`config.mk`:
```
export PLATFORM = sky130hd
export DESIGN_NAME = my_serial_to_parallel_flat
export DESIGN_NICKNAME = d
export VERILOG_FILES = /design/src/rtl/my_serial_to_parallel_if.sv /design/src/rtl/my_serial_to_parallel.sv /design/src/flat_wrapper.sv
export SDC_FILE = /design/constraint.sdc
export NUM_CORES = 1
export LEC_CHECK = 0
export CORE_AREA = 2 2 39 41
export DETAILED_ROUTE_END_ITERATION = 6
export DIE_AREA = 0 0 41 43
export GPL_TIMING_DRIVEN = 0
export PLACE_DENSITY = 0.59
export REMOVE_ABC_BUFFERS = 1
export SYNTH_ARGS = -nofsm -noshare
export SYNTH_HDL_FRONTEND = slang
export SYNTH_SLANG_ARGS = --single-unit
```
`constraint.sdc`:
```
create_clock -name clk -period 3.1 [get_ports clk]
set_clock_uncertainty 0.2 [all_clocks]
set_input_delay 0.62 -clock clk [delete_from_list [all_inputs] [get_ports clk]]
set_output_delay 0.62 -clock clk [all_outputs]
set_load 0.005 [all_outputs]
```
`src/rtl/my_serial_to_parallel_if.sv`:
```
// Bundle of bit-strobe, word handshake and status signals for the serial-to-parallel receiver.
interface my_serial_to_parallel_if #(
    parameter int N = 4
);
    localparam int CW = (N > 1) ? $clog2(N) : 1;

    logic          en;
    logic          serial_in;
    logic          clr_ovr;
    logic          ready;
    logic [N-1:0]  datar;
    logic          valid;
    logic          overrun;
    logic [CW-1:0] bit_cnt;

    modport master (
        output en, serial_in, clr_ovr, ready,
        input  datar, valid, overrun, bit_cnt
    );

    modport slave (
        input  en, serial_in, clr_ovr, ready,
        output datar, valid, overrun, bit_cnt
    );
endinterface

```
`src/rtl/my_serial_to_parallel.sv`:
```
// Receive end of the PISO link: shifts in one bit per enabled clock, assembles N-bit words
// and offers each on datar with a valid/ready handshake; sticky overrun flags dropped words.
module my_serial_to_parallel #(
    parameter int N         = 4,
    parameter bit MSB_FIRST = 1'b0
) (
    input  logic                   clk,
    input  logic                   rst,
    my_serial_to_parallel_if.slave bus
);
    localparam int            CW   = (N > 1) ? $clog2(N) : 1;
    localparam logic [CW-1:0] LAST = CW'(N - 1);

    logic [N-1:0]  shift_r;
    logic [N-1:0]  shift_s;
    logic [N-1:0]  word_s;
    logic [N-1:0]  datar_r;
    logic [N-1:0]  datar_s;
    logic [CW-1:0] cnt_r;
    logic [CW-1:0] cnt_s;
    logic          valid_r;
    logic          valid_s;
    logic          overrun_r;
    logic          overrun_s;
    logic          complete_s;

    // Serial side: word assembly including the bit arriving on this edge
    always_comb begin
        if (MSB_FIRST) begin
            word_s = {shift_r[N-2:0], bus.serial_in};
        end else begin
            word_s = {bus.serial_in, shift_r[N-1:1]};
        end
        complete_s = bus.en && (cnt_r == LAST);
        shift_s    = shift_r;
        cnt_s      = cnt_r;
        if (bus.en) begin
            shift_s = word_s;
            if (complete_s) begin
                cnt_s = {CW{1'b0}};
            end else begin
                cnt_s = cnt_r + CW'(1);
            end
        end else begin
            shift_s = shift_r;
            cnt_s   = cnt_r;
        end
    end

    // Consumer side: handshake and sticky overrun; a set on the same edge beats clr_ovr
    always_comb begin
        datar_s = datar_r;
        valid_s = valid_r;
        if (bus.clr_ovr) begin
            overrun_s = 1'b0;
        end else begin
            overrun_s = overrun_r;
        end
        if (complete_s) begin
            if (valid_r && !bus.ready) begin
                overrun_s = 1'b1;
            end else begin
                datar_s = word_s;
                valid_s = 1'b1;
            end
        end else if (valid_r && bus.ready) begin
            valid_s = 1'b0;
        end else begin
            valid_s = valid_r;
        end
    end

    // State registers with asynchronous reset discarding any partial word
    always_ff @(posedge clk or posedge rst) begin
        if (rst) begin
            shift_r   <= {N{1'b0}};
            cnt_r     <= {CW{1'b0}};
            datar_r   <= {N{1'b0}};
            valid_r   <= 1'b0;
            overrun_r <= 1'b0;
        end else begin
            shift_r   <= shift_s;
            cnt_r     <= cnt_s;
            datar_r   <= datar_s;
            valid_r   <= valid_s;
            overrun_r <= overrun_s;
        end
    end

    assign bus.datar   = datar_r;
    assign bus.valid   = valid_r;
    assign bus.overrun = overrun_r;
    assign bus.bit_cnt = cnt_r;
endmodule

```
`src/flat_wrapper.sv`:
```
// flat-port wrapper written by rule: the top's interface ports become plain ports
module my_serial_to_parallel_flat 
#(
    parameter int N         = 4,
    parameter bit MSB_FIRST = 1'b0
)
  (clk, rst, bus_en, bus_serial_in, bus_clr_ovr, bus_ready, bus_datar, bus_valid, bus_overrun, bus_bit_cnt);
  my_serial_to_parallel_if #(.N(N)) bus_i ();
  input  logic clk;
  input  logic rst;
  input wire logic [$bits(bus_i.en)-1:0] bus_en;
  input wire logic [$bits(bus_i.serial_in)-1:0] bus_serial_in;
  input wire logic [$bits(bus_i.clr_ovr)-1:0] bus_clr_ovr;
  input wire logic [$bits(bus_i.ready)-1:0] bus_ready;
  output wire logic [$bits(bus_i.datar)-1:0] bus_datar;
  output wire logic [$bits(bus_i.valid)-1:0] bus_valid;
  output wire logic [$bits(bus_i.overrun)-1:0] bus_overrun;
  output wire logic [$bits(bus_i.bit_cnt)-1:0] bus_bit_cnt;
  assign bus_i.en = bus_en;
  assign bus_i.serial_in = bus_serial_in;
  assign bus_i.clr_ovr = bus_clr_ovr;
  assign bus_i.ready = bus_ready;
  assign bus_datar = bus_i.datar;
  assign bus_valid = bus_i.valid;
  assign bus_overrun = bus_i.overrun;
  assign bus_bit_cnt = bus_i.bit_cnt;
  my_serial_to_parallel #(.N(N), .MSB_FIRST(MSB_FIRST)) u_core (.clk(clk), .rst(rst), .bus(bus_i));
endmodule
```
==> results of run 1 <==
## logic make-up (layout without fill, tap and decap cells)
| family | after synthesis | in the layout |
|---|---|---|
| DFF | 11 | 11 |
| muxes | 9 | 9 |
| and+or+nand+nor | 5 | 5 |
| buffers and inverters | 3 | 19 |
| adders and majority gates | 1 | 1 |
| AOI/OAI and AO/OA | 1 | 1 |
## how the worst min path moves through the flow
stage                                    start                                end  slack [ns]
6_report         u_core.shift_r[1]$_DFFE_PP0P_      u_core.shift_r[1]$_DFFE_PP0P_        0.31
5_1_grt        u_core.bus.datar[1]$_DFFE_PP0P_    u_core.bus.datar[1]$_DFFE_PP0P_        0.34
3_5_place_dp     u_core.shift_r[1]$_DFFE_PP0P_      u_core.shift_r[1]$_DFFE_PP0P_        0.29
4_1_cts          u_core.shift_r[1]$_DFFE_PP0P_      u_core.shift_r[1]$_DFFE_PP0P_        0.31
3_3_place_gp     u_core.shift_r[1]$_DFFE_PP0P_      u_core.shift_r[1]$_DFFE_PP0P_        0.29
2_1_floorplan                              rst  u_core.bus.bit_cnt[0]$_DFFE_PP0P_        0.27
## Yosys cell counts (all sizes together)
cell type,number,area share (%)
nor2b,1,3.1
mux2,9,23
nand2,2,3.3
nand2b,1,1.4
o22ai,1,1.4
nor2,1,0.83
buf,1,1.7
inv,2,1.7
dfrtp,11,61
ha,1,2.8
## state kept, by name (all words and copies together) (netlist names)
register / flops
u_core.bus.datar: 4
u_core.shift_r: 3
u_core.bus.bit_cnt: 2
u_core.bus.overrun: 1
u_core.bus.valid: 1
## metal layers
layer | wire, um | vias up | global-route usage (%)
li1 | - | 133 | -
met1 | 304 | 137 | 12.9
met2 | 370 | 12 | 18.4
met3 | 66 | 2 | 6.28
met4 | 10 | 0 | 6.00
met5 | 0 | - | 0
## cells in the final DEF (no fill, tap or decap)
cell,instances
clkdlybuf4s50_1,13
clkbuf_4,3
dfrtp_1,11
nand2_1,1
nand2b_1,1
nor2b_4,1
nand2_4,1
inv_1,2
o22ai_1,1
clkbuf_1,1
mux2_2,9
ha_1,1
nor2_1,1
## power by group through the flow
stage / clock (mW) / combinational, mW / sequential (mW)
floorplan: 0 / 0.0907 / 0.232
global placement: 0 / 0.203 / 0.227
detailed placement: 0 / 0.210 / 0.233
CTS: 0.102 / 0.210 / 0.229
global route: 0.111 / 0.230 / 0.239
finish: 0.0961 / 0.207 / 0.228
## cell type report
| class | instances | share of cell area [%] |
|---|---|---|
| Sequential cell | 11 | 44.5 |
| Multi-Input combinational cell | 16 | 25.7 |
| Timing Repair Buffer | 13 | 21.1 |
| Clock buffer | 4 | 4.25 |
| Tap cell | 16 | 3.24 |
| Inverter | 2 | 1.21 |
## metrics by stage
stage / instances / power, mW / instance area, sq um / worst slack [ns] / utilization (%)
after floorplan: 29 / 0.323 / 442 / 1.53 / -
after global placement: 58 / 0.429 / 592 / 0.885 / 42.8
after detailed placement: 58 / 0.442 / 592 / 0.840 / 42.8
after CTS: 62 / 0.542 / 618 / 1.07 / 44.7
after global routing: 62 / 0.579 / 618 / 1.03 / 44.7
final: 62 / 0.531 / 618 / 1.10 / 44.7
==> summary.md, run 1 <==
| Metric | Value |
|---|---|
| Worst r2r path cells | 4 |
| Hold Violations, Final | 0 |
| CP max FO | 3 |
| Largest net degree at the start of global routing | 12 |
| Die X-Extent | 41 um |
| H-tree depth | 1 |
| Hold Slack | 0.310 ns |
| Hpwl dp | 584 um |
| Final nets | 54 |
| Vias per cell | 4.58 |
| Crit end category | primary output |
| Lkg Pwr | 0.277 nW |
| Max VDD drop | 0.000364 V |
| Worst Setup SP | u_core.bus.bit_cnt[1]$_DFFE_PP0P_ |
| Final Setup Violations | 0 |
| Num CTS Buffers | 3 |
| Routed len/inst | 12.1 um |
| Simple-gate portion of the synthesized area | 8.64% |
| Standard-cell rows | 14 |
| PostCTS Resize Cnt | 0 |
| Synth Area in Compound Gates | 1.39% |
| Worst Hold Depth | 1 |
| Worst skew pair latency | 0.27 ns |
| Max-cap violations | 0 |
| Routability cong. | 0.686 |
| Vert. Die Dim | 43 um |
| Setup bufs post-CTS | 0 |
| CP endpoint | bus_bit_cnt[1] |
| Initial Utilization | 32.5% |
| Clk pwr share | 18.1% |
| Via count | 284 |
| Post-synthesis adder-cell area fraction | 2.79% |
| CP Class | register to primary output |
| CTS tree | yes |
| DRC Markers | 0 |
| Slew margin rel. | 72.5% |
| Highest Clock Rate | 0.501 GHz |
| Routed WL | 751 um |
| FF-to-FF Start | u_core.bus.bit_cnt[0]$_DFFE_PP0P_ |
| Startpoint types | register |
| CP max stage delay | 0.53 ns |
| Deepest clock path buffer count | 2 |
| Critical path's top delay family | buffers and inverters |
| Layout cell share with drive strength beyond 1 | 30.4% |
| Worst-path clk slew | 0.07 ns |
| Slowest library cell on the worst path | clkdlybuf4s50_1 |
| Setup slack, reg-to-reg | 1.57 ns |
| Drt pass-1 iters | 3 |
| Port bufs | 13 |
| GRT Util Overall | 12.1% |
| Multi-input logic area | 159 sq um |
| Worst Tran Pin Value | 0.412 ns |
| Switching Share | 26.7% |
| FILL cells | 131 |
| Combinational family with the most area after synthesis | multiplexers |
| Synthesized area | 449 sq um |
| Crit share post-route | 64.4% |
| Critical path required time | 2.28 ns |
| Worst path buffer plus inverter count | 1 |
| Post-synthesis sequential area ratio | 61.3% |
| Core ar. | 1380 sq um |
| Layout area overhead | 37.6% |
| ANT nets after route | 0 |
| Antenna violations before repair | 0 |
| Pwr dens | 859 nW/um^2 |
| Cts hold-fix bufs | 0 |
| Xor and xnor area share after synthesis | 0% |
| Fraction of synthesized area in multiplexers | 22.6% |
| Outcome | completed |
| Seq pwr share | 43.0% |
| Worst path cell trace | clkdlybuf4s50_1 |
| Gate power share | 38.9% |
| R2R Path End | u_core.bus.datar[3]$_DFFE_PP0P_ |
| Synth Instances | 30 |
| CTS sink count | 11 |
| Distinct cell type count of the synthesized netlist | 11 |
| Avg Cell Area, Syn | 15.0 sq um |
| # IOs | 14 |
| RSZ-0062 raised after global routing | no |
| Power Internal | 0.389 mW |
| Vias in the first global route | 304 |
| Initial drt markers | 1 |
| Fin. max-slew vios | 0 |
| Crit. path cell count | 1 |
| First-pass GRT wire length | 1.30 mm |
| Register Area | 275 sq um |
| Ant diodes | 0 |
| Min Tclk post-route | 2.00 ns |
| Setup_tns | 0 ns |
| WP data arrival | 1.18 ns |
| Ys Warns | 0 |
| Grt ovf | 0 |
| Die area | 1760 sq um |
| Number of synthesized register bits | 11 |
| NetSw | 0.142 mW |
| Clock root buffer master | clkbuf_4 |
| Hold crit path type | register to register |
Note: power is estimated with default switching activity, not from simulation.
==> run 2, diff against run 1 <==
PLACE_DENSITY = 0.61   (was 0.59)
clock period = 1.75 ns   (was 3.1 ns; I/O delays follow)
==> run 2 against run 1 <==
Net effect:
- sequential power up 77%
- flip-flop and latch count did not move
- critical path depth unchanged
- die area unchanged
- hold slack worse by 0.15 ns
- global-route usage decreased by 2.6 points
- sequential share of layout area down 0.18 points
- largest cell class unchanged
- largest power group unchanged
==> summary.md, run 2 (synthesis gave the netlist of run 1 again) <==
| Metric | Value |
|---|---|
| Most common cell after layout, fill and taps aside | clkdlybuf4s50_1 |
| Num CTS Buffers | 3 (unchanged) |
| Largest net degree at the start of global routing | 12 (unchanged) |
| Initial drt markers | 3 (+2) |
| Worst r2r path cells | 4 (unchanged) |
| Final nets | 54 (unchanged) |
| Crit share post-route | 98.3% |
| Vert. Die Dim | 43 um (unchanged) |
| Outcome | completed |
| Worst Setup SP | u_core.bus.bit_cnt[0]$_DFFE_PP0P_ |
| Setup bufs post-CTS | 0 (unchanged) |
| Slew margin rel. | 73.6% (+1.1 points) |
| Slowest library cell on the worst path | clkdlybuf4s50_1 |
| Grt ovf | 0 (unchanged) |
| Hold Slack | 0.164 ns (-0.146 ns) |
| Register Area | 275 sq um (unchanged) |
| Clock root buffer master | clkbuf_4 |
| Max VDD drop | 0.000546 V (+50%) |
| CP max stage delay | 0.52 ns (about the same) |
| DRC Markers | 0 (unchanged) |
| Crit. path cell count | 1 (unchanged) |
| Via count | 283 (-0.35%) |
| Vias per cell | 4.56 (-0.35%) |
| Fin. max-slew vios | 0 (unchanged) |
| Layout area overhead | 38.2% |
| Most frequent cells in the layout | clkdlybuf4s50_1, dfrtp_1, mux2_2 |
| Standard-cell rows | 14 (unchanged) |
| Initial Utilization | 32.5% (unchanged) |
| Pwr dens | 1510 nW/um^2 (+76%) |
| R2R Path End | u_core.bus.datar[3]$_DFFE_PP0P_ |
| Worst skew pair latency | 0.26 ns (about the same) |
| First-pass GRT wire length | 1.04 mm (-20%) |
| Placed cell count | 58 (unchanged) |
| Port bufs | 13 (unchanged) |
| PostCTS Resize Cnt | 0 (unchanged) |
| Non-Filler Instances | 62 (unchanged) |
| Die area | 1760 sq um (unchanged) |
| Worst-path clk slew | 0.07 ns (about the same) |
| FF-to-FF Start | u_core.bus.bit_cnt[0]$_DFFE_PP0P_ |
| Final Setup Violations | 0 (unchanged) |
| Critical path required time | 1.20 ns (-1.08 ns) |
| Layout cell share with drive strength beyond 1 | 30.4% (unchanged) |
| Lkg Pwr | 0.286 nW (+3.3%) |
| Setup slack, reg-to-reg | 0.21 ns (-1.36 ns) |
| Worst path cell trace | clkdlybuf4s50_1 |
| Routed len/inst | 11.4 um (-6.3%) |
| Die X-Extent | 41 um (unchanged) |
| Hold crit path type | input pin to asynchronous set/reset pin |
| H-tree depth | 1 (unchanged) |
| CTS tree | yes |
| Worst Tran Pin Value | 0.396 ns (-0.0165 ns) |
| Max-cap violations | 0 (unchanged) |
| CP endpoint | bus_bit_cnt[0] |
| Hold Violations, Final | 0 (unchanged) |
| RSZ-0062 raised after global routing | no |
| WP data arrival | 1.17 ns (about the same) |
| ANT nets after route | 0 (unchanged) |
| Routed WL | 704 um (-6.3%) |
| Cts hold-fix bufs | 0 (unchanged) |
| CP Class | register to primary output |
| CP max FO | 4 (+1) |
| CTS sink count | 11 (unchanged) |
| Core ar. | 1380 sq um (unchanged) |
| GRT Util Overall | 9.42% (-2.6 points) |
| # IOs | 14 (unchanged) |
| Util after Layout | 44.8% (+0.18 points) |
| Drt pass-1 iters | 2 (-1) |
| Crit end category | primary output |
| Deepest clock path buffer count | 2 (unchanged) |
| Critical path's top delay family | buffers and inverters |
| Multi-input logic area | 159 sq um (unchanged) |
| Highest Clock Rate | 0.581 GHz |
| Antenna violations before repair | 0 (unchanged) |
| Worst path buffer plus inverter count | 1 (unchanged) |
| Routability cong. | 0.734 (+7.0%) |
| Startpoint types | register |
| Vias in the first global route | 259 (-15%) |
| Min Tclk post-route | 1.72 ns |
| Ant diodes | 0 (unchanged) |
| FILL cells | 128 (-2.3%) |
| Max reg flops | 4 (unchanged) |
## run 2: cell types whose count changed in the layout (fill, tap and decap cells not counted), sizes merged
cell,previous run,this run
clkdlybuf4s50,13,12
dlymetal6s2s,0,1
## run 2: stage by stage
| step | setup TNS, ns | power [mW] | instance area, sq um | worst slack [ns] |
|---|---|---|---|---|
| after global placement | -0.777 | 0.761 | 592 | -0.196 |
| after CTS | 0 | 0.956 | 618 | 0.0104 |
| final | 0 | 0.939 | 621 | 0.0295 |
| after global routing | 0 | 0.999 | 621 | 0.000203 |
| after floorplan | 0 | 0.571 | 442 | 0.297 |
| after detailed placement | -0.861 | 0.783 | 592 | -0.218 |
## run 2: worst min path at each step
stage | startpoint | end | slack [ns]
after global routing | rst | u_core.bus.overrun$_DFF_PP0_ | 0.22
after global placement | u_core.shift_r[1]$_DFFE_PP0P_ | u_core.shift_r[1]$_DFFE_PP0P_ | 0.29
final | rst | u_core.shift_r[2]$_DFFE_PP0P_ | 0.16
after CTS | rst | u_core.bus.datar[0]$_DFFE_PP0P_ | 0.18
after detailed placement | u_core.bus.datar[2]$_DFFE_PP0P_ | u_core.bus.datar[2]$_DFFE_PP0P_ | 0.29
after floorplan | rst | u_core.bus.bit_cnt[0]$_DFFE_PP0P_ | 0.002
## run 2: cell type report
| class | instances | share of cell area [%] |
|---|---|---|
| sequential | 11 | 44.4 |
| multi-input combinational | 16 | 25.6 |
| timing repair buffer | 13 | 21.4 |
| clock buffer | 4 | 4.23 |
| tap | 16 | 3.23 |
| inverter | 2 | 1.21 |
## run 2: where the power goes
part | leakage [nW] | internal, mW | total [mW] | switching (mW)
clock | 0.0150 | 0.0882 | 0.170 | 0.0814
sequential | 0.134 | 0.348 | 0.403 | 0.0540
combinational | 0.137 | 0.254 | 0.367 | 0.113
total | 0.286 | 0.691 | 0.939 | 0.248
## run 2: routing by layer
metal  track usage, %  routed length [um]
met4             8.00                   0
met5                0                   0
met1             10.6                 290
met3             3.14                  65
met2             13.4                 348
